<file path="src/rtl/dma_bus_master_fsm.sv">
// 68030 bus-master sequencer that moves longwords between the transfer FIFO and memory.
// Define DMA_WDOG_EN to abort a cycle when DSACK_ does not arrive within WDOG_CYCLES clocks.
module dma_bus_master_fsm #(
  parameter int BURST_LEN   = 4,
  parameter int WDOG_CYCLES = 64
) (
  input  logic       CLK,
  input  logic       CLR_DMAENA,
  input  logic       DMAENA,
  input  logic       DMADIR,
  input  logic       FIFO_FULL,
  input  logic       FIFO_EMPTY,
  input  logic       BG_,
  input  logic       BGACK_I_,
  input  logic [1:0] DSACK_,
  input  logic       BERR_,
  output logic       BR_,
  output logic       BGACK_,
  output logic       AS_,
  output logic       DS_,
  output logic       RW,
  output logic       DOE,
  output logic       FIFO_WR,
  output logic       FIFO_RD,
  output logic       INCADR,
  output logic       DMA_ERR
);

  typedef enum logic [2:0] {
    IDLE, REQ, OWN, S_AS, S_WAIT, S_TERM, S_GAP, RELEASE
  } state_t;

  localparam logic [3:0] BURST_MAX = 4'(BURST_LEN);

  state_t     state_q, state_d;
  logic [3:0] burst_q, burst_d;
  logic       dir_q, dir_d;
  logic       err_q, err_d;
  logic       svc;
  logic       dsack_ok;
  logic       bus_fault;
  logic       wd_expired;

  assign svc       = DMAENA & ~err_q & (DMADIR ? ~FIFO_FULL : ~FIFO_EMPTY);
  assign dsack_ok  = (DSACK_ == 2'b00);
  // Only 32-bit ports are supported, so a byte/word acknowledge is a fault.
  assign bus_fault = ~BERR_ | (DSACK_ == 2'b01) | (DSACK_ == 2'b10);

`ifdef DMA_WDOG_EN
  localparam int             WD_W    = $clog2(WDOG_CYCLES + 1);
  localparam logic [WD_W-1:0] WD_LAST = WD_W'(WDOG_CYCLES - 1);

  logic [WD_W-1:0] wd_q, wd_d;

  always_comb begin
    wd_d = '0;
    if (state_q == S_WAIT) wd_d = wd_q + 1'b1;
  end

  assign wd_expired = (state_q == S_WAIT) && (wd_q == WD_LAST);

  always_ff @(posedge CLK or posedge CLR_DMAENA) begin
    if (CLR_DMAENA) wd_q <= '0;
    else            wd_q <= wd_d;
  end
`else
  assign wd_expired = 1'b0;
`endif

  always_ff @(posedge CLK or posedge CLR_DMAENA) begin
    if (CLR_DMAENA) begin
      state_q <= IDLE;
      burst_q <= '0;
      dir_q   <= 1'b1;
      err_q   <= 1'b0;
    end else begin
      state_q <= state_d;
      burst_q <= burst_d;
      dir_q   <= dir_d;
      err_q   <= err_d;
    end
  end

  // Outputs decode from state so a reset drops every strobe without waiting for CLK.
  always_comb begin
    state_d = state_q;
    burst_d = burst_q;
    dir_d   = dir_q;
    err_d   = err_q;
    BR_     = 1'b1;
    BGACK_  = 1'b1;
    AS_     = 1'b1;
    DS_     = 1'b1;
    RW      = 1'b1;
    DOE     = 1'b0;
    FIFO_WR = 1'b0;
    FIFO_RD = 1'b0;
    INCADR  = 1'b0;

    case (state_q)
      IDLE: begin
        if (svc) state_d = REQ;
      end
      REQ: begin
        BR_ = 1'b0;
        if (!svc)                  state_d = IDLE;
        else if (!BG_ && BGACK_I_) state_d = OWN;
      end
      OWN: begin
        BGACK_  = 1'b0;
        burst_d = '0;
        state_d = S_AS;
      end
      S_AS: begin
        // Direction is captured here and held until the cycle ends.
        BGACK_  = 1'b0;
        AS_     = 1'b0;
        RW      = DMADIR;
        DOE     = ~DMADIR;
        DS_     = ~DMADIR;
        dir_d   = DMADIR;
        state_d = S_WAIT;
      end
      S_WAIT: begin
        BGACK_ = 1'b0;
        AS_    = 1'b0;
        DS_    = 1'b0;
        RW     = dir_q;
        DOE    = ~dir_q;
        if (bus_fault || wd_expired) begin
          err_d   = 1'b1;
          state_d = RELEASE;
        end else if (dsack_ok) begin
          state_d = S_TERM;
        end
      end
      S_TERM: begin
        BGACK_  = 1'b0;
        RW      = dir_q;
        INCADR  = 1'b1;
        FIFO_WR = dir_q;
        FIFO_RD = ~dir_q;
        burst_d = burst_q + 4'd1;
        state_d = S_GAP;
      end
      S_GAP: begin
        // FIFO flags have settled after the strobe; decide on another cycle.
        BGACK_ = 1'b0;
        if ((burst_q == BURST_MAX) || !svc) state_d = RELEASE;
        else                                state_d = S_AS;
      end
      RELEASE: begin
        state_d = IDLE;
      end
      default: begin
        state_d = IDLE;
      end
    endcase
  end

  assign DMA_ERR = err_q;

endmodule
</file>
<file path="config.mk">
export PLATFORM = sky130hd
export DESIGN_NAME = dma_bus_master_fsm
export DESIGN_NICKNAME = d
export VERILOG_FILES = /design/src/rtl/dma_bus_master_fsm.sv
export SDC_FILE = /design/constraint.sdc
export NUM_CORES = 1
export LEC_CHECK = 0
export CORE_MARGIN = 2
export CORE_UTILIZATION = 46
export CTS_BUF_LIST = sky130_fd_sc_hd__clkbuf_2 sky130_fd_sc_hd__clkbuf_4 sky130_fd_sc_hd__clkbuf_8
export DETAILED_ROUTE_END_ITERATION = 12
export GPL_TIMING_DRIVEN = 0
export PLACE_DENSITY = 0.85
export SYNTH_ARGS = -nofsm -noshare
export SYNTH_HDL_FRONTEND = slang
export SYNTH_SLANG_ARGS = --single-unit
</file>
<file path="constraint.sdc">
create_clock -name CLK -period 1.5 [get_ports CLK]
set_input_delay 0.3 -clock CLK [delete_from_list [all_inputs] [get_ports CLK]]
set_output_delay 0.3 -clock CLK [all_outputs]
set_load 0.05 [all_outputs]
</file>
==> key figures <==
Outcome
  – Status: finished, violations left
  – Failing checks: negative setup slack

GRT
  – GRT overflow: 0
  – GRT Total Usage: 26.8%
  – Largest net degree at the start of global routing: 11
  – Initial antenna violation count: 0
  – First-pass GRT wire length: 2800 um
  – Vias in the first global route: 593

STA
  – Relative slew slack: 74.8%
  – Worst setup margin: -306 ps
  – Clock skew: 5.69 ps
  – FMAX: 554 MHz
  – Slew @ Worst Pin: 378 ps
  – Finish-stage setup viols: 12
  – Final Max Tran Viols: 0
  – Tcrit/Tclk final: 120%
  – RSZ-0062 raised after global routing: true
  – Fin Hold WS: 331 ps
  – Final Hold Viols: 0
  – Setup_tns: -2370 ps
  – Final Critical Period: 1810 ps

Synth
  – Post-Syn Area per Cell: 8.03 um2
  – Post-synth top cells: nand2_1, dfrtp_1, nor2_1
  – Synth top area cells: dfrtp_1, nand2_1, a21oi_1
  – Syn Std Cell Area: 618 um2
  – Sequential element share of the synthesized area: 36.6%
  – Main synth FF type: dfrtp_1
  – Yosys cell types: 31
  – EDFF count, synth: 0
  – Register bit count reported by yosys: 9
  – Fraction of registers with async set/reset: 100%
  – Syn nets: 90
  – Gate Count Post-Synth: 77
  – Count leader, synth: nand2_1
  – Ys Warns: 0
  – Yosys top cell by area: dfrtp_1
  – Top cell type's share of synthesized area: 32.4%

Critical path
  – FF-to-FF setup slack: -40 ps
  – Max Fanout on Critical Path: 3
  – R2r startpoint: state_q[0]
  – Worst setup EP type: output port
  – Setup CP Type: reg2out
  – Data required time of the worst path: 1200 ps
  – Origin of the worst setup path: state_q[0]
  – Startpoint Class: flip-flop
  – Critical Path AT: 1510 ps

Route
  – Drt first pass iters: 4
  – Vias per cell: 6.48
  – Via count: 855
  – Routed length per placed instance: 22.8 um
  – ANT nets after route: 0
  – Remaining DRCs: 0
  – DRT Wirelength: 3010 um
  – Iteration-0 DRC Markers: 69

Floorplan
  – Initial Util: 48.1%
  – Die area: 0.00165 mm2
  – Die H: 40.7 um
  – FP Rows: 13
  – Die width: 40.7 um
  – Core area: 0.00128 mm2
  – I/O pin count: 21

Power
  – Max VDD drop: 1.65 mV
  – Sw frac: 50.1%
  – Int Pwr: 1.56 mW
  – Total Power Consumption: 3.12 mW
  – Gate power share: 77.8%
  – P_leak: 0.539 nW
  – Flop pwr share: 14.8%
  – Sw Pwr: 1.57 mW
  – Pwr dens: 2640 mW/mm2
  – Clk pwr share: 7.4%

Final layout
  – Layout Nets: 131
  – Ant diodes: 0
  – Share of post-route cells with drive strength above 1: 48.7%
  – Area growth, synth to finish: 91.3%

CTS
  – Clk sinks: 9
  – H-tree Lvls: 1
  – TritonCTS buffer count: 3
  – Worst-path clk slew: 80 ps
  – CTS tree: built
  – Clock latency on the worst-skew pair: 280 ps
  – Max Root-Sink Buffers: 2
  – Root Driver: clkbuf_4

Worst hold path
  – Worst hold path class: in2async

Job
  – Max-cap viol count: 0

Placed design
  – Dpl hpwl: 1100 um
  – GPL Wtd Cong: 0.749
  – PortBufs: 20
critical path, cell delays in order, from the launching register on:
cell     delay (ps)
dfrtp_1         460
buf_6           150
nand2_4          50
or2_4           260
nor2_4          110
a21oi_4          50
buf_8           150
sequential cells by signal, summed over array words and instances, names as in the netlist:
register	cells
dir_q	1
burst_q	4
state_q	3
DMA_ERR	1
power by group through the flow:
stage          Clock, mW  Sequential, mW  Combinational (mW)
3_5_place_dp           0           0.413                1.45
6_report           0.231           0.463                2.43
2_1_floorplan          0           0.397                1.07
5_1_grt            0.236           0.468                2.56
4_1_cts            0.212           0.428                1.84
3_3_place_gp           0           0.410                1.43
routing by layer:
metal | routed length [um] | global-route usage (%) | vias to the layer above
met1 | 1030 | 31.8 | 406
met2 | 1520 | 50.0 | 74
met3 | 257 | 1.63 | 24
li1 | - | - | 351
met4 | 204 | 10.0 | 0
met5 | 0 | 0 | -
cells by family after synthesis:
logic type	synth area share, %
buffers and inverters	7.49
multiplexers	1.62
AO/OA/AOI/OAI	27.1
flip-flops	36.6
AND/OR/NAND/NOR	21.7
adder cells (fa/ha/maj)	4.05
XOR/XNOR	1.42
layout by cell type, fill, tap and decap left out, types with 2 or more instances in the layout:
cell	n
buf_4	13
buf_6	10
clkdlybuf4s50_1	9
dfrtp_1	8
nand2_1	6
buf_8	5
nor2_4	4
o21ai_0	4
a21oi_1	4
inv_1	4
clkbuf_4	4
nand2_4	3
inv_4	2
nor2b_4	2
o21a_1	2
nand3_1	2
nor2_1	2
nor2_2	2
o21ai_1	2
a31o_1	2
ha_1	2
per-stage QoR:
| stage | cell area (um2) | utilization (%) | instances | setup slack (ps) |
|---|---|---|---|---|
| 5_1_grt | 1180 | 92.0 | 132 | -328 |
| 4_1_cts | 1030 | 80.3 | 124 | -239 |
| 2_1_floorplan | 648 | - | 77 | -134 |
| 6_report | 1180 | 92.0 | 132 | -306 |
| 3_5_place_dp | 867 | 67.5 | 112 | -735 |
| 3_3_place_gp | 867 | 67.5 | 112 | -714 |
worst paths after layout:
path	to	cells after the start
worst max-delay path	RW	6
worst min-delay path	state_q[1]	2
worst max register to register	burst_q[3]	5
worst min register to register	DMA_ERR	1
max in group asynchronous	dir_q	2
min in group CLK	DMA_ERR	1
timing repair:
item                                   in CTS  in global routing
resized for setup                          83                 25
hold buffers                                0                  0
endpoints found under the hold margin       0                  0
pin swaps                                   5                  7
buffers inserted                            8                  8
setup endpoints to repair                  11                 12
layout make-up:
| type | instances | area, um2 |
|---|---|---|
| buffer | 4 | 45.0 |
| fill | 52 | 103 |
| timing repair buffer | 36 | 365 |
| inverter | 7 | 31.3 |
| tap | 15 | 18.8 |
| multi-input combinational | 57 | 465 |
| clock buffer | 4 | 30.0 |
| sequential | 9 | 226 |
(Power assumes the default switching activity.)
